`config.mk`:
```
export PLATFORM = sky130hd
export DESIGN_NAME = hvac_actuator
export DESIGN_NICKNAME = d
export VERILOG_FILES = /design/src/rtl/hvac_actuator.sv
export SDC_FILE = /design/constraint.sdc
export NUM_CORES = 1
export LEC_CHECK = 0
export ABC_AREA = 1
export CORE_MARGIN = 2
export CORE_UTILIZATION = 50
export CTS_CLUSTER_SIZE = 8
export DETAILED_ROUTE_END_ITERATION = 8
export PLACE_DENSITY = 0.8
export RECOVER_POWER = 25
export SETUP_SLACK_MARGIN = 0.15
export SLEW_MARGIN = 20
export SYNTH_ARGS = -nofsm -noshare
export SYNTH_HDL_FRONTEND = slang
export SYNTH_SLANG_ARGS = --single-unit
export TNS_END_PERCENT = 20
```
`constraint.sdc`:
```
create_clock -name CLK -period 4.9 [get_ports CLK]
set_input_delay 0.735 -clock CLK [delete_from_list [all_inputs] [get_ports CLK]]
set_output_delay 0.735 -clock CLK [all_outputs]
set_load 0.05 [all_outputs]
```
`src/rtl/hvac_actuator.sv`:
```
// ---------------------------------------------------------------------------
// hvac_actuator
//   Relay sequencer for a combined heater / compressor / blower unit.
//   A heat or cool request from the upstream controller starts a run. The run
//   holds its relay for at least MIN_ON cycles. It ends only when its own
//   request drops. After the run comes an optional fan-only purge of FAN_TAIL
//   cycles, then a MIN_OFF-cycle lockout with every relay off.
//
//   Build option: define HVAC_FAN_TAIL_EN to include the fan-only TAIL purge.
//   When the macro is undefined, HEAT and COOL go straight to LOCKOUT, and the
//   blower follows the heater and cooler relays.
//
// Parameters
//   MIN_ON    (1..255) minimum cycles a heat/cool run stays on
//   MIN_OFF   (1..255) lockout cycles after any run
//   FAN_TAIL  (1..255) fan-only purge cycles after a run (HVAC_FAN_TAIL_EN)
//
// Ports
//   CLK        in   system clock, rising edge
//   Reset      in   synchronous active-low reset
//   Heat       in   heat request
//   Cool       in   cool request
//   Heater_On  out  heater relay drive
//   Cooler_On  out  compressor relay drive
//   Fan_On     out  blower relay drive
//   Conflict   out  sticky: Heat and Cool seen high on the same edge
//   State      out  [2:0] state code (IDLE=0 HEAT=1 COOL=2 TAIL=3 LOCKOUT=4)
// ---------------------------------------------------------------------------
module hvac_actuator #(
  parameter int MIN_ON   = 8,
  parameter int MIN_OFF  = 6,
  parameter int FAN_TAIL = 4
) (
  input  logic       CLK,
  input  logic       Reset,
  input  logic       Heat,
  input  logic       Cool,
  output logic       Heater_On,
  output logic       Cooler_On,
  output logic       Fan_On,
  output logic       Conflict,
  output logic [2:0] State
);

  typedef enum logic [2:0] {
    IDLE    = 3'd0,
    HEAT    = 3'd1,
    COOL    = 3'd2,
    TAIL    = 3'd3,
    LOCKOUT = 3'd4
  } state_t;

  // Each state leaves on the edge where its counter holds threshold-1.
  localparam logic [7:0] ON_LAST   = 8'(MIN_ON - 1);
  localparam logic [7:0] OFF_LAST  = 8'(MIN_OFF - 1);
  localparam logic [7:0] TAIL_LAST = 8'(FAN_TAIL - 1);

`ifdef HVAC_FAN_TAIL_EN
  localparam state_t RUN_EXIT = TAIL;
`else
  localparam state_t RUN_EXIT = LOCKOUT;
`endif

  state_t     state, state_nxt;
  logic [7:0] cnt;
  logic [7:0] cnt_limit;

  // NOTE: every signal written here gets a default first, so no path through
  // the case can leave one unassigned. An unassigned path would infer a latch.
  always_comb begin
    state_nxt = IDLE;
    cnt_limit = '0;
    case (state)
      IDLE: begin
        // Both requests at once is ambiguous, so the unit stays parked.
        if (Heat && !Cool)      state_nxt = HEAT;
        else if (Cool && !Heat) state_nxt = COOL;
        else                    state_nxt = IDLE;
      end
      HEAT: begin
        // The opposite request is ignored. Only Heat dropping ends the run.
        cnt_limit = ON_LAST;
        state_nxt = (!Heat && cnt == ON_LAST) ? RUN_EXIT : HEAT;
      end
      COOL: begin
        cnt_limit = ON_LAST;
        state_nxt = (!Cool && cnt == ON_LAST) ? RUN_EXIT : COOL;
      end
      TAIL: begin
        cnt_limit = TAIL_LAST;
`ifdef HVAC_FAN_TAIL_EN
        state_nxt = (cnt == TAIL_LAST) ? LOCKOUT : TAIL;
`else
        // TAIL does not exist in this build. Treat it like an illegal code.
        state_nxt = IDLE;
`endif
      end
      LOCKOUT: begin
        cnt_limit = OFF_LAST;
        state_nxt = (cnt == OFF_LAST) ? IDLE : LOCKOUT;
      end
      default: state_nxt = IDLE;  // codes 5..7 recover to IDLE
    endcase
  end

  // Outputs are decoded from the next state and registered. A request sampled
  // in IDLE therefore drives its relay right after that same edge.
  // NOTE: non-blocking assignments keep every register updating from the
  // values present before the edge, whatever order the statements are in.
  always_ff @(posedge CLK) begin
    if (!Reset) begin
      state     <= IDLE;
      cnt       <= '0;
      Heater_On <= 1'b0;
      Cooler_On <= 1'b0;
      Fan_On    <= 1'b0;
      Conflict  <= 1'b0;
    end else begin
      state <= state_nxt;
      // The counter clears on entry to any state. It saturates at the exit
      // threshold so a long run cannot wrap it.
      if (state_nxt != state)  cnt <= '0;
      else if (cnt < cnt_limit) cnt <= cnt + 8'd1;

      Heater_On <= (state_nxt == HEAT);
      Cooler_On <= (state_nxt == COOL);
`ifdef HVAC_FAN_TAIL_EN
      Fan_On    <= (state_nxt == HEAT) || (state_nxt == COOL) || (state_nxt == TAIL);
`else
      Fan_On    <= (state_nxt == HEAT) || (state_nxt == COOL);
`endif
      if (Heat && Cool) Conflict <= 1'b1;
    end
  end

  assign State = state;

endmodule

```
==> summary.md, run 1 <==
| Metric | Value |
|---|---|
| Share of cells above drive strength 1 | 11.3% |
| Reg clk slew, reported paths | 90 ps |
| GR Util met3 | 2.50% |
| Overall power after layout | 0.000274 W |
| Min Tclk post-route | 2340 ps |
| Worst EP arrival | 1610 ps |
| DRC errors left | 0 |
| Post-Syn Instances | 110 |
| Core Rows | 14 |
| Fillers | 134 |
| Slowest cell delay on critical path | 850 ps |
| Die X | 43.4 µm |
| Met2 Use GR | 26.9% |
| Skew-Pair Late Insertion Delay | 280 ps |
| Final wirelength | 1380 µm |
| Setup Buffers After CTS | 0 |
| Synthesized cell area | 776 µm² |
| 1st-pass router iterations | 4 |
| Final hold violation count | 0 |
| Vias | 693 |
| RSZ-0062 raised after global routing | no |
| Vias in the first global route | 642 |
| Register area share after synthesis | 38.7% |
| First-pass GRT wire length | 2480 µm |
| Slowest cell on crit path | clkdlybuf4s50_1 |
| CTS tree | built |
| Setup TNS | 0 ps |
| Worst-path fanout max | 6 |
| Largest net degree at the start of global routing | 9 |
| CTS max path bufs | 2 |
| WP data required | 4160 ps |
| Post-Syn Nets | 118 |
| DR iter-0 viols | 8 |
| Crit path cell chain | clkdlybuf4s50_1 |
| Clock Tree Root | clkbuf_4 |
| Average wire per standard cell | 9.89 µm |
| Critical Path End Type | output port |
| Placer Congestion | 0.826 |
| CTS buffer count | 3 |
| Starting density of the core | 52.7% |
| Core area | 1470 µm² |
| Final ANT Viol Nets | 0 |
| Yosys cell types | 21 |
| I/O Pins | 11 |
| Die area | 1880 µm² |
| Slew HR | 64.5% |
| Setup violations, final | 0 |
| Power density of the placed cells | 298 nW/µm² |
| Via-to-Cell Ratio | 4.95 |
| Die Y | 43.4 µm |
| Status | finished, final reports clean |
| Worst Setup Start Kind | register |
| Max Cap Violations | 0 |
| Post-CTS sizing | 0 |
| Slew Limit Fails | 0 |
| NumNets Final | 133 |
| Most used routing layer | met2 |
| Total grt overflow | 0 |
| Fin crit share | 47.8% |
| CP Class | register to output port |
| HP Class | register to register |
| # port buffers | 10 |
| Cts hold-fix bufs | 0 |
| H-tree levels | 1 |
| Buf+Inv Stages, Crit Path | 1 |
| Syn Area/Cell | 7.05 µm² |
| Max Clock Freq | 427 MHz |
| Critical path's top delay family | buffers and inverters |
| LEAKAGE | 0.438 nW |
| Flops & latches, synth | 15 |
| # diodes | 0 |
| Max VDD drop | 0.183 mV |
| Total GRT Usage | 17.9% |
| Clock skew | 7.30 ps |
| Clock sink count | 15 |
| HPWL after DPL | 1110 µm |
| Yosys warning total | 0 |
| Met1 Usage GRT | 23.6% |
| Tightest Pin Transition | 528 ps |
| Initial antenna violation count | 0 |
| Most common cell after layout, fill and taps aside | nand2_1 |
| Syn-to-layout area delta | 18.9% |
| Commonest non-fill, non-tap cells in the layout | nand2_1, inv_1, nor2_1 |
[per-stage QoR]
| stage | cell area [µm²] | hold slack [ps] | util (%) | worst slack (ps) | cells |
|---|---|---|---|---|---|
| final | 922 | 435 | 62.7 | 2560 | 140 |
| after global placement | 896 | 414 | 60.9 | 2870 | 136 |
| after detailed placement | 896 | 418 | 60.9 | 2830 | 136 |
| after floorplan | 776 | 408 | - | 2940 | 110 |
| after CTS | 922 | 435 | 62.7 | 2550 | 140 |
| after global routing | 922 | 460 | 62.7 | 2500 | 140 |
[flip-flops by register name (all words and copies together) (netlist names)]
name / cells
cnt: 8
State: 3
Conflict: 1
Cooler_On: 1
Fan_On: 1
Heater_On: 1
[kinds of logic after synthesis]
family | Yosys count | synth area share (%)
flops | 15 | 38.7
xor+xnor | 1 | 1.13
simple gates | 62 | 37.7
compound gates | 8 | 6.29
fa+ha+maj | 4 | 6.45
buf+inv | 20 | 9.68
[path summary, 6_finish.rpt]
path              startpoint  endpoint  slack (ps)  cells after the start
setup / recovery    State[1]  State[1]        2560                      1
hold / removal        cnt[5]    cnt[5]         440                      2
setup reg to reg    State[1]    cnt[0]        2950                     11
hold reg to reg       cnt[5]    cnt[5]         440                      2
[final cells by class]
class | count | area [µm²] | share of cell area [%]
repair buffers | 10 | 100 | 10.9
clock buffers | 4 | 26.3 | 2.85
flip-flops and latches | 15 | 300 | 32.6
multi-input cells | 75 | 400 | 43.4
inverters | 20 | 75.1 | 8.14
well taps | 16 | 20.0 | 2.17
[power breakdown]
part | leakage, nW | total [W] | internal (W) | switching (W)
registers | 0.122 | 0.000134 | 0.000128 | 0.00000596
clock network | 0.0150 | 0.0000696 | 0.0000316 | 0.0000380
logic | 0.301 | 0.0000709 | 0.0000249 | 0.0000460
[synth_stat cells]
library cell / number / share of area (%)
nand3_1: 10 / 6.5
nand3_2: 1 / 1.3
o21bai_1: 1 / 0.97
xor2_1: 1 / 1.1
inv_1: 19 / 9.2
nand2_2: 2 / 1.6
nor3_1: 1 / 0.64
dfxtp_1: 15 / 39
nor2_2: 2 / 1.6
nor2_1: 19 / 9.2
nor3_2: 2 / 2.6
nand4_1: 1 / 0.81
o21ai_2: 1 / 1.1
nand2_1: 22 / 11
inv_2: 1 / 0.48
nand2_4: 1 / 1.5
a21boi_0: 1 / 0.97
a21oi_1: 3 / 1.9
nor2_4: 1 / 1.5
ha_1: 4 / 6.5
o21ai_0: 2 / 1.3
[worst min-delay path: cells and delay by family (launching register included)]
kind                   cells  cell delay, ps
buffers and inverters      1              50
flip-flops                 1             320
AND/OR/NAND/NOR            1              30
[per-layer routing]
| layer | share of wire, % | wire length (µm) |
|---|---|---|
| met1 | 48 | 664 |
| met2 | 47 | 645 |
| met3 | 2.0 | 28 |
| met4 | 3.3 | 46 |
| met5 | 0 | 0 |
No activity file was read; power rests on OpenSTA's default activity.
==> inputs of run 2 (changes only) <==
CORE_UTILIZATION = 46   (was 50)
PLACE_DENSITY = 0.78   (was 0.8)
clock period = 2 ns   (was 4.9 ns; I/O delays follow)
==> run 2 against run 1 <==
Die area up 7.9%; core utilization down 2.0 points; critical path depth unchanged; total power up 150%; largest cell class unchanged; first-iteration DRC count up 110%; critical endpoint unchanged; highest routed layer unchanged; setup slack worse by 2400 ps; hold slack worse by 4.3 ps; combinational power rose to 2.5 times the previous value; final area up 1.5%.
==> summary.md, run 2 (same netlist as run 1, synthesis figures left out) <==
| Metric | Value |
|---|---|
| Status | finished, final reports clean |
| First-pass GRT wire length | 2640 µm (+6.4%) |
| Slowest cell on crit path | clkdlybuf4s50_1 |
| H-tree levels | 1 (unchanged) |
| Worst Setup Start Kind | register |
| Most flops, register | cnt |
| Placer Congestion | 0.788 (-4.6%) |
| Core area | 1540 µm² (+4.8%) |
| Total grt overflow | 0 (unchanged) |
| HP Class | register to register |
| Average wire per standard cell | 11.0 µm (+11%) |
| Path length in cells of the critical path | 1 (unchanged) |
| Tightest Pin Transition | 504 ps (-23.6 ps) |
| I/O Pins | 11 (unchanged) |
| Core Rows | 14 (unchanged) |
| Power density of the placed cells | 725 nW/µm² (+140%) |
| DR iter-0 viols | 17 (+9) |
| Max Cap Violations | 0 (unchanged) |
| Final ANT Viol Nets | 0 (unchanged) |
| CTS tree | built |
| Flop2flop setup slack | 320 ps (-2630 ps) |
| DRC errors left | 0 (unchanged) |
| LEAKAGE | 0.452 nW (+3.1%) |
| CP Class | register to output port |
| Clock Tree Root | clkbuf_4 |
| Worst r2r path cells | 11 (unchanged) |
| Setup violations, final | 0 (unchanged) |
| Most common cell after layout, fill and taps aside | nand2_1 |
| Final wirelength | 1540 µm (+11%) |
| Max Clock Freq | 550 MHz |
| Fillers | 145 (+8.2%) |
| WP data required | 1700 ps (-2460 ps) |
| Max reg flops | 8 (unchanged) |
| Worst-path fanout max | 6 (unchanged) |
| # port buffers | 10 (unchanged) |
| Worst EP arrival | 1520 ps (-90 ps) |
| Buf+Inv Stages, Crit Path | 1 (unchanged) |
| Worst r2r src | State[0] |
| Commonest non-fill, non-tap cells in the layout | nand2_1, inv_1, nor2_1 |
| Slew HR | 66.3% (+1.7 points) |
| Max VDD drop | 0.482 mV (+160%) |
| Hold_sp | cnt[5] |
| Die Y | 45.1 µm (+3.9%) |
| Starting density of the core | 50.3% (-2.4 points) |
| HPWL after DPL | 1230 µm (+11%) |
| Hold_ws | 431 ps (-4.29 ps) |
| Reg clk slew, reported paths | 90 ps (about the same) |
| CTS max path bufs | 2 (unchanged) |
| Multi-input logic area | 412 µm² (+2.8%) |
| Via-to-Cell Ratio | 4.91 (-0.87%) |
| Share of cells above drive strength 1 | 14.5% (+3.2 points) |
| Fin crit share | 90.9% |
| Vias | 687 (-0.87%) |
| 1st-pass router iterations | 4 (unchanged) |
| RSZ-0062 raised after global routing | yes |
| Total GRT Usage | 18.4% (+0.56 points) |
| Clock sink count | 15 (unchanged) |
| Die area | 2030 µm² (+7.9%) |
| Slew Limit Fails | 0 (unchanged) |
| Critical Path End Type | output port |
| Slowest cell delay on critical path | 820 ps (-30 ps) |
| Skew-Pair Late Insertion Delay | 280 ps (about the same) |
| # diodes | 0 (unchanged) |
| Die X | 45.1 µm (+3.9%) |
| CTS buffer count | 3 (unchanged) |
| Setup TNS | 0 ps (unchanged) |
| Min Tclk post-route | 1820 ps |
| Clock skew | 3.35 ps (-3.94 ps) |
| Final hold violation count | 0 (unchanged) |
| Vias in the first global route | 672 (+4.7%) |
| Critical path's top delay family | buffers and inverters |
| Largest net degree at the start of global routing | 10 (+1) |
| Critical Path End | State[1] |
| Initial antenna violation count | 0 (unchanged) |
| FF-to-FF End | cnt[1] |
| NumNets Final | 133 (unchanged) |
| FF+latch area | 303 µm² (+0.83%) |
| Crit path cell chain | clkdlybuf4s50_1 |
| Critical path launch point | State[1] |
| Syn-to-layout area delta | 20.6% |
-- run 2: how the worst min path moves through the flow --
stage | end | slack, ps | cells after the start
after global placement | cnt[5] | 410 | 2
after detailed placement | cnt[5] | 420 | 2
after global routing | cnt[7] | 450 | 2
after floorplan | State[2] | 400 | 2
after CTS | cnt[5] | 430 | 2
final | cnt[5] | 430 | 2
-- run 2: worst reg2reg max path: stages (launching register included) --
cell	delay, ps
dfxtp_1	390
nor2_2	160
nand2_1	90
nand2_1	100
o21ai_0	90
ha_1	220
nor3_4	250
nand2_2	100
nand2_1	60
nand2_1	40
inv_1	50
nor2_1	30
-- run 2: per-stage QoR --
step	std cells	utilization [%]	total power (W)	instance area, µm²	worst slack, ps
detailed placement	136	58.6	0.000515	903	250
CTS	140	60.3	0.000685	930	183
global placement	136	58.6	0.000506	903	279
global route	140	60.7	0.000721	936	124
finish	140	60.7	0.000678	936	183
floorplan	110	-	0.000463	783	202
-- run 2: where the power goes --
part	internal, W	switching [W]
combinational	0.0000615	0.000116
sequential	0.000314	0.0000155
clock	0.0000743	0.0000969
-- run 2: cell type report --
class	instances	area share, %
multi-input cells	75	44.0
flip-flops and latches	15	32.4
repair buffers	10	10.6
inverters	20	8.02
clock buffers	3	2.41
well taps	16	2.14
clock inverters	1	0.535
-- run 2: what timing repair did --
action                     CTS  global route
hold buffers                 0             0
buffers inserted             0             0
resized for setup            1             2
setup endpoints to repair    1             5
-- run 2: metal layers --
metal | wire length, µm | track usage (%) | vias to the layer above
met1 | 722 | 22.3 | 302
met4 | 34 | 11.2 | 0
li1 | - | - | 369
met3 | 37 | 3.20 | 4
met2 | 745 | 30.3 | 12
met5 | 0 | 0 | -
==> inputs of run 3 (changes only) <==
CORE_UTILIZATION = 50   (was 46)
PLACE_DENSITY = 0.8   (was 0.78)
clock period = 2.3 ns   (was 2 ns; I/O delays follow)
==> run 3 against run 2 <==
Die area down 7.3%; hold slack got worse by 1.4 ps; critical path type unchanged; total power decreased by 13%; non-clock buffer count did not move; clock skew is 2.1 ps lower; first-iteration DRC count up 18%; combinational power is 13% lower; clock power fell by 11%; critical path depth stayed put.
==> summary.md, run 3 (same netlist as run 1, synthesis figures left out) <==
| Metric | Value |
|---|---|
| Initial antenna violation count | 0 (unchanged) |
| Slowest cell on crit path | clkdlybuf4s50_1 |
| DR iter-0 viols | 20 (+3) |
| Total GRT Usage | 17.6% (-0.79 points) |
| Total grt overflow | 0 (unchanged) |
| # port buffers | 10 (unchanged) |
| Final wirelength | 1500 µm (-2.7%) |
| Post-placement cell area | 896 µm² (-0.83%) |
| CTS max path bufs | 2 (unchanged) |
| NumNets Final | 133 (unchanged) |
| Overall power after layout | 0.000593 W (-13%) |
| H-tree levels | 1 (unchanged) |
| Core area | 1470 µm² (-4.5%) |
| Core Rows | 14 (unchanged) |
| Clk pwr share | 25.7% (+0.5 points) |
| FF+latch area | 300 µm² (-0.83%) |
| Critical Path End Type | output port |
| Average wire per standard cell | 10.7 µm (-2.7%) |
| Status | finished, final reports clean |
| Worst Setup Start Kind | register |
| RSZ-0062 raised after global routing | no |
| Sequential share of power | 48.2% (-0.4 points) |
| Largest net degree at the start of global routing | 10 (unchanged) |
| CTS tree | built |
| Final ANT Viol Nets | 0 (unchanged) |
| # diodes | 0 (unchanged) |
| Design Area, Final | 926 µm² (-1.1%) |
| Cts hold-fix bufs | 0 (unchanged) |
| Combinational power share | 26.0% (-0.2 points) |
| CP Class | register to output port |
| Max reg flops | 8 (unchanged) |
| Most flops, register | cnt |
| Final hold violation count | 0 (unchanged) |
| Slew HR | 66.3% (about the same) |
| WP data required | 1960 ps (+260 ps) |
| Starting density of the core | 52.7% (+2.4 points) |
| 1st-pass router iterations | 4 (unchanged) |
| Switching share of power | 34.1% (+0.35 points) |
| Max Clock Freq | 511 MHz |
| Slowest cell delay on critical path | 860 ps (+40 ps) |
| HP Class | register to register |
| DRC errors left | 0 (unchanged) |
| Placed Instances | 136 (unchanged) |
| Setup violations, final | 0 (unchanged) |
| Commonest non-fill, non-tap cells in the layout | nand2_1, nor2_1, inv_1 |
| DP Worst Slack | 386 ps (+136 ps) |
| Critical path's top delay family | buffers and inverters |
| Clock Tree Root | clkbuf_4 |
| Worst-path fanout max | 6 (unchanged) |
| Reg clk slew, reported paths | 90 ps (about the same) |
| Die area | 1880 µm² (-7.3%) |
| Pint | 0.000391 W (-13%) |
| Slew Limit Fails | 0 (unchanged) |
| Max VDD drop | 0.415 mV (-14%) |
| Die X | 43.4 µm (-3.7%) |
| Vias | 696 (+1.3%) |
| Fillers | 142 (-2.1%) |
| Share of cells above drive strength 1 | 12.1% (-2.4 points) |
| Tightest Pin Transition | 504 ps (-0.783 ps) |
| Final worst slack | 342 ps (+159 ps) |
| Vias in the first global route | 611 (-9.1%) |
| Via-to-Cell Ratio | 4.97 (+1.3%) |
| Post-Layout Cell Count | 140 (unchanged) |
| Setup TNS | 0 ps (unchanged) |
| Crit path cell chain | clkdlybuf4s50_1 |
| Sw Pwr | 0.000202 W (-12%) |
| Placer Congestion | 0.890 (+13%) |
| Max Cap Violations | 0 (unchanged) |
| Clock skew | 1.27 ps (-2.08 ps) |
| HPWL after DPL | 1190 µm (-3.0%) |
| Power density of the placed cells | 640 nW/µm² (-12%) |
| Most common cell after layout, fill and taps aside | nand2_1 |
| Fin crit share | 85.2% |
| Multi-input logic area | 403 µm² (-2.1%) |
| Die Y | 43.4 µm (-3.7%) |
| Buf+Inv Stages, Crit Path | 1 (unchanged) |
| Skew-Pair Late Insertion Delay | 280 ps (about the same) |
| CTS buffer count | 3 (unchanged) |
| LEAKAGE | 0.442 nW (-2.1%) |
| I/O Pins | 11 (unchanged) |
| Clock sink count | 15 (unchanged) |
| Worst EP arrival | 1610 ps (+90 ps) |
| Flop2flop setup slack | 530 ps (+210 ps) |
| First-pass GRT wire length | 2480 µm (-6.0%) |
| Syn-to-layout area delta | 19.4% |
| Min Tclk post-route | 1960 ps |
[run 3: cell types whose count changed in the layout (fill, tap and decap cells not counted), sizes merged]
cell,delta
clkdlybuf4s50,+1
dlygate4sd2,-1
[run 3: power by group through the flow]
stage / Clock, W / Combinational [W] / Sequential (W)
2_1_floorplan: 0 / 0.0000825 / 0.000320
3_3_place_gp: 0 / 0.000149 / 0.000291
3_5_place_dp: 0 / 0.000154 / 0.000292
4_1_cts: 0.000158 / 0.000154 / 0.000286
5_1_grt: 0.000167 / 0.000172 / 0.000288
6_report: 0.000152 / 0.000154 / 0.000286
[run 3: final timing paths]
check / from / end / cells past startpoint
setup / recovery: State[0] / State[0] / 1
hold / removal: cnt[5] / cnt[5] / 2
setup reg to reg: State[0] / cnt[0] / 11
hold reg to reg: cnt[5] / cnt[5] / 2
[run 3: metrics by stage]
step / hold slack [ps] / utilization, %
6_report: 429 / 62.9
5_1_grt: 452 / 62.9
4_1_cts: 431 / 62.8
3_5_place_dp: 417 / 60.9
3_3_place_gp: 414 / 60.9
2_1_floorplan: 408 / -
[run 3: repair_timing]
action / 4_1_cts / 5_1_grt
setup buffers: 0 / 0
setup endpoints to repair: 0 / 2
resized for setup: 0 / 1
[run 3: area by class of cell]
class	count	area share (%)
clock buffers	3	2.43
clock inverters	1	0.541
inverters	20	8.11
multi-input cells	75	43.5
flip-flops and latches	15	32.4
well taps	16	2.16
repair buffers	10	10.8
[run 3: metal layers]
layer  vias to the layer above  track usage, %  part of all wire [%]
li1                        367               -                     -
met1                       307            24.9                    47
met2                        20            26.3                    48
met3                         2            2.50                   4.0
met4                         0            9.09                  0.67
met5                         -               0                     0
